File: src/rtl/mixer_n_if.sv
// mixer_n_if: slot stream, register bus and stereo output of the mixer
interface mixer_n_if #(
  parameter int O_WIDTH  = 2,
  parameter int SAMPLE_W = 17,
  parameter int OUT_W    = 16
);
  logic                       slot_valid;
  logic                       slot_last;
  logic [O_WIDTH-1:0]         slot_osc;
  logic signed [SAMPLE_W-1:0] sample;
  logic signed [7:0]          env_lvl;
  logic [7:0]                 data;
  logic [6:0]                 adr;
  logic                       write;
  logic                       osc_sel;
  logic                       com_sel;
  logic                       ovf_clr;
  logic signed [OUT_W-1:0]    lsound_out;
  logic signed [OUT_W-1:0]    rsound_out;
  logic                       out_valid;
  logic                       frame_ovf;
  modport master (
    output slot_valid, slot_last, slot_osc, sample, env_lvl,
    output data, adr, write, osc_sel, com_sel, ovf_clr,
    input  lsound_out, rsound_out, out_valid, frame_ovf
  );
  modport slave (
    input  slot_valid, slot_last, slot_osc, sample, env_lvl,
    input  data, adr, write, osc_sel, com_sel, ovf_clr,
    output lsound_out, rsound_out, out_valid, frame_ovf
  );
endinterface

File: src/rtl/mixer_n.sv
// mixer_n: pipelined stereo slot mixer with frame accumulate, master volume and shift.
// MIXER_SAT_EN selects saturation (and frame_ovf) instead of two's-complement wrap.
module mixer_n #(
  parameter int VOICES    = 8,
  parameter int V_OSC     = 4,
  parameter int V_WIDTH   = $clog2(VOICES),
  parameter int O_WIDTH   = $clog2(V_OSC),
  parameter int SAMPLE_W  = 17,
  parameter int OUT_W     = 16,
  parameter int OUT_SHIFT = 39,
  parameter int ACC_W     = SAMPLE_W + 24 + V_WIDTH + O_WIDTH + 1
) (
  input logic      sCLK_XVXENVS,
  input logic      iRST_N,
  mixer_n_if.slave bus
);
  localparam int P1_W = SAMPLE_W + 8;
  localparam int P2_W = P1_W + 8;
  localparam int P3_W = P2_W + 8;
  localparam int MV_W = ACC_W + 8;
  logic signed [7:0]       lvl_q [V_OSC];
  logic [6:0]              pan_q [V_OSC];
  logic signed [7:0]       mvol_q;
  logic                    v1_q, l1_q, v2_q, l2_q, v3_q, l3_q, v4_q, v5_q;
  logic [O_WIDTH-1:0]      o1_q, o2_q;
  logic signed [P1_W-1:0]  p1_q;
  logic signed [P2_W-1:0]  p2_q;
  logic signed [P3_W-1:0]  pl_q, pr_q;
  logic signed [ACC_W-1:0] accl_q, accr_q, finl_q, finr_q, accl_d, accr_d;
  logic signed [MV_W-1:0]  mvl_q, mvr_q;
  logic signed [OUT_W-1:0] lo_q, ro_q, lo_d, ro_d;
  logic                    ov_q, ovf_q, ovl_d, ovr_d, ovf_d;
  function automatic logic [OUT_W:0] fit(input logic signed [MV_W-1:0] x);
    logic signed [MV_W-1:0] s;
    logic o;
    s = x >>> OUT_SHIFT;
`ifdef MIXER_SAT_EN
    o = !((&s[MV_W-1:OUT_W-1]) || !(|s[MV_W-1:OUT_W-1]));
    return {o, o ? {s[MV_W-1], {(OUT_W-1){~s[MV_W-1]}}} : s[OUT_W-1:0]};
`else
    o = 1'b0;
    return {o, s[OUT_W-1:0]};
`endif
  endfunction
  always_comb begin
    accl_d = accl_q + ACC_W'(pl_q);
    accr_d = accr_q + ACC_W'(pr_q);
    {ovl_d, lo_d} = fit(mvl_q);
    {ovr_d, ro_d} = fit(mvr_q);
    ovf_d = (v5_q & (ovl_d | ovr_d)) | (ovf_q & ~bus.ovf_clr);
  end
  always_ff @(posedge sCLK_XVXENVS or negedge iRST_N)
    if (!iRST_N) begin
      for (int n = 0; n < V_OSC; n++) begin
        lvl_q[n] <= (n < 2) ? 8'sh40 : 8'sh00;
        pan_q[n] <= 7'h40;
      end
      mvol_q <= 8'sh40;
      {v1_q, l1_q, v2_q, l2_q, v3_q, l3_q, v4_q, v5_q} <= '0;
      o1_q <= '0;
      o2_q <= '0;
      p1_q <= '0;
      p2_q <= '0;
      pl_q <= '0;
      pr_q <= '0;
      accl_q <= '0;
      accr_q <= '0;
      finl_q <= '0;
      finr_q <= '0;
      mvl_q <= '0;
      mvr_q <= '0;
      lo_q <= '0;
      ro_q <= '0;
      ov_q <= 1'b0;
      ovf_q <= 1'b0;
    end else begin
      if (bus.write) begin
        if (bus.osc_sel) begin
          for (int n = 0; n < V_OSC; n++) begin
            if (bus.adr == 7'(2 + (n << 4))) lvl_q[n] <= bus.data;
            if (bus.adr == 7'(7 + (n << 4))) pan_q[n] <= bus.data[6:0];
          end
        end else if (bus.com_sel && bus.adr == 7'd1) mvol_q <= bus.data;
      end
      v1_q <= bus.slot_valid;
      l1_q <= bus.slot_valid & bus.slot_last;
      o1_q <= bus.slot_osc;
      p1_q <= P1_W'(bus.sample) * P1_W'(bus.env_lvl);
      v2_q <= v1_q;
      l2_q <= l1_q;
      o2_q <= o1_q;
      p2_q <= P2_W'(p1_q) * P2_W'(lvl_q[o1_q]);
      v3_q <= v2_q;
      l3_q <= l2_q;
      pl_q <= P3_W'(p2_q) * P3_W'($signed({1'b0, 7'd127 - pan_q[o2_q]}));
      pr_q <= P3_W'(p2_q) * P3_W'($signed({1'b0, pan_q[o2_q]}));
      // the last slot closes the frame and restarts the accumulator in the same edge
      if (v3_q) begin
        accl_q <= l3_q ? '0 : accl_d;
        accr_q <= l3_q ? '0 : accr_d;
      end
      if (v3_q && l3_q) begin
        finl_q <= accl_d;
        finr_q <= accr_d;
      end
      v4_q <= v3_q & l3_q;
      v5_q <= v4_q;
      if (v4_q) begin
        mvl_q <= MV_W'(finl_q) * MV_W'(mvol_q);
        mvr_q <= MV_W'(finr_q) * MV_W'(mvol_q);
      end
      if (v5_q) begin
        lo_q <= lo_d;
        ro_q <= ro_d;
      end
      ov_q <= v5_q;
      ovf_q <= ovf_d;
    end
  assign bus.lsound_out = lo_q;
  assign bus.rsound_out = ro_q;
  assign bus.out_valid  = ov_q;
  assign bus.frame_ovf  = ovf_q;
endmodule

File: src/flat_wrapper.sv
// flat-port wrapper written by rule: the top's interface ports become plain ports
module mixer_n_flat 
#(
  parameter int VOICES    = 8,
  parameter int V_OSC     = 4,
  parameter int V_WIDTH   = $clog2(VOICES),
  parameter int O_WIDTH   = $clog2(V_OSC),
  parameter int SAMPLE_W  = 17,
  parameter int OUT_W     = 16,
  parameter int OUT_SHIFT = 39,
  parameter int ACC_W     = SAMPLE_W + 24 + V_WIDTH + O_WIDTH + 1
)
  (sCLK_XVXENVS, iRST_N, bus_slot_valid, bus_slot_last, bus_slot_osc, bus_sample, bus_env_lvl, bus_data, bus_adr, bus_write, bus_osc_sel, bus_com_sel, bus_ovf_clr, bus_lsound_out, bus_rsound_out, bus_out_valid, bus_frame_ovf);
  mixer_n_if #(.O_WIDTH(O_WIDTH), .SAMPLE_W(SAMPLE_W), .OUT_W(OUT_W)) bus_i ();
  input logic sCLK_XVXENVS;
  input logic iRST_N;
  input wire logic [$bits(bus_i.slot_valid)-1:0] bus_slot_valid;
  input wire logic [$bits(bus_i.slot_last)-1:0] bus_slot_last;
  input wire logic [$bits(bus_i.slot_osc)-1:0] bus_slot_osc;
  input wire logic [$bits(bus_i.sample)-1:0] bus_sample;
  input wire logic [$bits(bus_i.env_lvl)-1:0] bus_env_lvl;
  input wire logic [$bits(bus_i.data)-1:0] bus_data;
  input wire logic [$bits(bus_i.adr)-1:0] bus_adr;
  input wire logic [$bits(bus_i.write)-1:0] bus_write;
  input wire logic [$bits(bus_i.osc_sel)-1:0] bus_osc_sel;
  input wire logic [$bits(bus_i.com_sel)-1:0] bus_com_sel;
  input wire logic [$bits(bus_i.ovf_clr)-1:0] bus_ovf_clr;
  output wire logic [$bits(bus_i.lsound_out)-1:0] bus_lsound_out;
  output wire logic [$bits(bus_i.rsound_out)-1:0] bus_rsound_out;
  output wire logic [$bits(bus_i.out_valid)-1:0] bus_out_valid;
  output wire logic [$bits(bus_i.frame_ovf)-1:0] bus_frame_ovf;
  assign bus_i.slot_valid = bus_slot_valid;
  assign bus_i.slot_last = bus_slot_last;
  assign bus_i.slot_osc = bus_slot_osc;
  assign bus_i.sample = bus_sample;
  assign bus_i.env_lvl = bus_env_lvl;
  assign bus_i.data = bus_data;
  assign bus_i.adr = bus_adr;
  assign bus_i.write = bus_write;
  assign bus_i.osc_sel = bus_osc_sel;
  assign bus_i.com_sel = bus_com_sel;
  assign bus_i.ovf_clr = bus_ovf_clr;
  assign bus_lsound_out = bus_i.lsound_out;
  assign bus_rsound_out = bus_i.rsound_out;
  assign bus_out_valid = bus_i.out_valid;
  assign bus_frame_ovf = bus_i.frame_ovf;
  mixer_n #(.VOICES(VOICES), .V_OSC(V_OSC), .V_WIDTH(V_WIDTH), .O_WIDTH(O_WIDTH), .SAMPLE_W(SAMPLE_W), .OUT_W(OUT_W), .OUT_SHIFT(OUT_SHIFT), .ACC_W(ACC_W)) u_core (.sCLK_XVXENVS(sCLK_XVXENVS), .iRST_N(iRST_N), .bus(bus_i));
endmodule
File: config.mk
export PLATFORM = sky130hd
export DESIGN_NAME = mixer_n_flat
export DESIGN_NICKNAME = d
export VERILOG_FILES = /design/src/rtl/mixer_n_if.sv /design/src/rtl/mixer_n.sv /design/src/flat_wrapper.sv
export SDC_FILE = /design/constraint.sdc
export NUM_CORES = 2
export LEC_CHECK = 0
export ABC_AREA = 1
export BUFFER_PORTS_ARGS = -buffer_cell sky130_fd_sc_hd__buf_2
export CAP_MARGIN = 20
export CORE_ASPECT_RATIO = 0.75
export CORE_UTILIZATION = 52
export DETAILED_ROUTE_END_ITERATION = 7
export GPL_TIMING_DRIVEN = 0
export PLACE_DENSITY = 0.67
export SYNTH_ARGS = -nofsm -noshare
export SYNTH_HDL_FRONTEND = slang
export SYNTH_SLANG_ARGS = --single-unit
export TNS_END_PERCENT = 1
File: constraint.sdc
create_clock -name sCLK_XVXENVS -period 7 [get_ports sCLK_XVXENVS]
set_clock_uncertainty 0.15 [all_clocks]
set_input_delay 1.05 -clock sCLK_XVXENVS [delete_from_list [all_inputs] [get_ports sCLK_XVXENVS]]
set_output_delay 1.05 -clock sCLK_XVXENVS [all_outputs]
set_load 0.02 [all_outputs]
==> Implementation_results.wiki <==
{| class="wikitable"
! Metric !! Value
|-
| Violations in the final reports || negative setup slack
|-
| Via/cell ratio || 5.264
|-
| Initial antenna violation count || 7
|-
| Combined area of the multi-input logic cells || 56250 um^2
|-
| Clock buffer depth || 3
|-
| Number of distinct standard cells referenced by the synthesized netlist || 57
|-
| CTS tree || done
|-
| Post-CTS setup buffer count || 0
|-
| Number of instances in the synthesized netlist || 11180
|-
| Number of flip-flops and latches in the synthesized netlist || 474
|-
| Total count of max-transition violations in the final report || 0
|-
| Crit path time final || 7.124 ns
|-
| Total number of cells along the worst setup path || 23
|-
| GPL Wtd Cong || 0.9881
|-
| Reg2Reg Setup Slack || -0.12 ns
|-
| Total die area || 156200 um^2
|-
| Setup-violating endpoint count in the final report || 1
|-
| Largest net degree at the start of global routing || 122
|-
| Maximum level of the CTS H-tree || 2
|-
| Area growth from synthesis to layout || 6.098%
|-
| Status || finished, violations left
|-
| Total nets after synthesis || 12990
|-
| Initial Util || 52.56%
|-
| Timing startpoint of the critical path || u_core.mvol_q[6]
|-
| Slowest-stage cell, CP || sky130_fd_sc_hd__buf_1
|-
| Cell type group with the largest total delay on the critical path || adder cells
|-
| Chip Height || 342.5 um
|-
| Layout cell share with drive strength beyond 1 || 3.710%
|-
| Final core area utilization || 55.77%
|-
| Number of DRC markers in iteration 0 || 6705
|-
| Number of routed nets with antenna violations || 0
|-
| Cell area after technology mapping || 80410 um^2
|-
| Reg2Reg Depth || 23
|-
| Arrival time worst endpoint || 7.53 ns
|-
| Via count of the first global-routing pass || 69900
|-
| Final HPWL DP || 218600 um
|-
| Register area || 11870 um^2
|-
| Most instantiated flip-flop cell in the synthesis netlist || sky130_fd_sc_hd__dfrtp_1
|-
| Largest fanout on the critical path || 10
|-
| Clock latency at the later pin of the worst-skew pair || 0.69 ns
|-
| Fill cell instance count of the final layout || 15020
|-
| Count of flip-flops with a built-in enable after synthesis || 0
|-
| Max frequency || 140.4 MHz
|-
| Worst reg2reg path endpoint || u_core.mvr_q[51]
|-
| Critical setup path kind || reg2reg
|-
| Max_cap viols || 0
|-
| Overall fraction of global-route tracks in use || 33.19%
|-
| Final period util || 101.8%
|-
| Buffers plus inverters on the worst setup path || 7
|-
| Worst path max stage delay || 0.83 ns
|-
| Leading cell type in the layout, fill and taps excluded || sky130_fd_sc_hd__inv_1
|-
| Clock buffers created by TritonCTS || 53
|-
| Unrepaired setup endpoints after global routing || yes
|-
| Number of vias in the routed layout || 70350
|-
| Worst slew margin relative to its limit || 15.95%
|-
| Antenna diode instance count || 0
|-
| Fin worst setup slack || -0.1239 ns
|-
| Count of standard-cell rows || 124
|-
| End of the critical path || u_core.mvr_q[51]
|-
| Number of nets in the layout || 13120
|-
| Sequential fraction of the synthesis area || 14.76%
|-
| Total DRC errors in the routed layout || 0
|-
| Drt first pass iters || 8
|-
| Average wire per standard cell || 19.16 um
|-
| Std-Cell Core Area || 153000 um^2
|-
| Boundary pin count || 84
|-
| Synth Warn # || 0
|-
| First-pass GRT wire length || 400100 um
|-
| Root buffer cell || sky130_fd_sc_hd__clkbuf_16
|-
| Crit end category || flop
|-
| RR Startpoint || u_core.mvol_q[6]
|-
| Hold Fails Final Rpt || 0
|-
| Average size of a mapped cell || 7.195 um^2
|-
| Top library cells by usage in the layout, fill and taps aside || 2876 x sky130_fd_sc_hd__inv_1, 2798 x sky130_fd_sc_hd__nand2_1, 1184 x sky130_fd_sc_hd__fa_1
|-
| Remaining global-route overflow || 0
|-
| CP required || 7.41 ns
|-
| Number of buffers inserted by port buffering || 59
|-
| Most Frequent Cell on Critical Path || sky130_fd_sc_hd__nand2_1
|-
| Fraction of registers with async set/reset || 100.0%
|-
| Die W || 456.1 um
|-
| Clock slew at the register clock pins of the worst setup and hold paths || 0.07 ns
|-
| Critical path startpoint category || flop
|-
| Number of clock sinks seen by CTS || 474
|-
| Worst hold path type || in2async
|-
| Worst Tran Pin Value || 1.261 ns
|-
| Critical Path, Cell by Cell || clkbuf_1, buf_1, clkbuf_1, nand2_1, inv_1, fa_1, fa_1, fa_1, inv_1, fa_1, inv_1, ha_1, nand2_1, inv_1, nand2_1, nor3_1, nand2_1, nor3_1, nand2_1, nand2_1, nand2_1, nand3_1, nand2_1
|-
| Routed wire length || 256100 um
|}
-- synth_stat cells (26+ instances only) --
cell type	instances	share of area, %
sky130_fd_sc_hd__a21o_1	27	0.25
sky130_fd_sc_hd__a21oi_1	360	2.2
sky130_fd_sc_hd__buf_2	63	0.39
sky130_fd_sc_hd__clkbuf_1	278	1.3
sky130_fd_sc_hd__dfrtp_1	467	15
sky130_fd_sc_hd__fa_1	1184	29
sky130_fd_sc_hd__ha_1	578	9.0
sky130_fd_sc_hd__inv_1	2876	13
sky130_fd_sc_hd__mux2_2	29	0.41
sky130_fd_sc_hd__nand2_1	2799	13
sky130_fd_sc_hd__nand3_1	413	2.6
sky130_fd_sc_hd__nand3b_1	37	0.35
sky130_fd_sc_hd__nand4_1	78	0.61
sky130_fd_sc_hd__nor2_1	1142	5.3
sky130_fd_sc_hd__nor2_2	26	0.20
sky130_fd_sc_hd__nor3_1	60	0.37
sky130_fd_sc_hd__o21ai_0	285	1.8
sky130_fd_sc_hd__o21bai_1	42	0.39
sky130_fd_sc_hd__xnor2_1	73	0.80
sky130_fd_sc_hd__xor2_1	86	0.94
-- worst min-delay path by stage --
stage,cells after the start,endpoint,start,slack [ns]
3_5_place_dp,0,u_core.v2_q,u_core.v1_q,0.18
4_1_cts,1,u_core.mvl_q[46],iRST_N,0.17
3_3_place_gp,0,u_core.v3_q,u_core.v2_q,0.18
5_1_grt,0,u_core.l2_q,u_core.l1_q,0.20
2_1_floorplan,0,u_core.l2_q,u_core.l1_q,0.18
6_report,1,u_core.mvl_q[46],iRST_N,0.19
-- cell families (layout without fill, tap and decap cells) --
kind of cell / after synthesis / in the layout / share of synthesized area (%)
adders and majority gates: 1762 / 1762 / 38.47
xor gates and xnor gates: 159 / 159 / 1.732
DFF: 474 / 474 / 14.76
AOI/OAI and AO/OA: 805 / 805 / 5.524
muxes: 29 / 29 / 0.4061
buffers and inverters: 3253 / 3425 / 15.29
and+or+nand+nor: 4694 / 4694 / 23.81
-- routing by layer --
layer | up-vias | track usage [%] | routed length (um)
li1 | 32980 | - | -
met1 | 34290 | 49.07 | 116000
met2 | 2702 | 49.73 | 108800
met3 | 365 | 6.065 | 23480
met4 | 4 | 9.410 | 7828
met5 | - | 0 | 30
-- cell type report --
cell class / instances / area share, %
Tap cell: 2016 / 2.957
Buffer: 363 / 1.701
Multi-Input combinational cell: 7449 / 65.93
Timing Repair Buffer: 73 / 0.6923
Sequential cell: 474 / 13.91
Inverter: 2890 / 12.72
Clock inverter: 33 / 0.4283
Clock buffer: 66 / 1.659
-- registers in the layout, indices dropped and copies added (netlist names), 16 cells and up --
register,count
u_core.accl_q,47
u_core.accr_q,47
u_core.finl_q,47
u_core.finr_q,47
u_core.pl_q,41
u_core.pr_q,41
u_core.p2_q,33
u_core.lvl_q,32
u_core.pan_q,28
u_core.p1_q,25
u_core.bus.lsound_out,16
u_core.bus.rsound_out,16
u_core.mvl_q,16
u_core.mvr_q,16
-- per-stage QoR --
step / cells / TNS [ns] / instance area, um^2 / hold slack, ns / setup slack [ns]
2_1_floorplan: 11180 / 0 / 80410 / 0.1812 / 1.780
3_3_place_gp: 13250 / -2339.36 / 83220 / 0.1828 / -5.163
3_5_place_dp: 13260 / 0 / 83490 / 0.1847 / 0.1001
4_1_cts: 13360 / 0 / 85270 / 0.1735 / 0.05440
5_1_grt: 13360 / -0.7380 / 85310 / 0.2009 / -0.3114
6_report: 13360 / -0.1239 / 85310 / 0.1861 / -0.1239
-- timing repair --
item	4_1_cts	5_1_grt
hold buffers	0	0
gates resized for setup	0	7
endpoints found under the setup margin	0	11
Power is not shown: default switching activity piles up to over one toggle a cycle in this logic, so the estimate is an artifact.
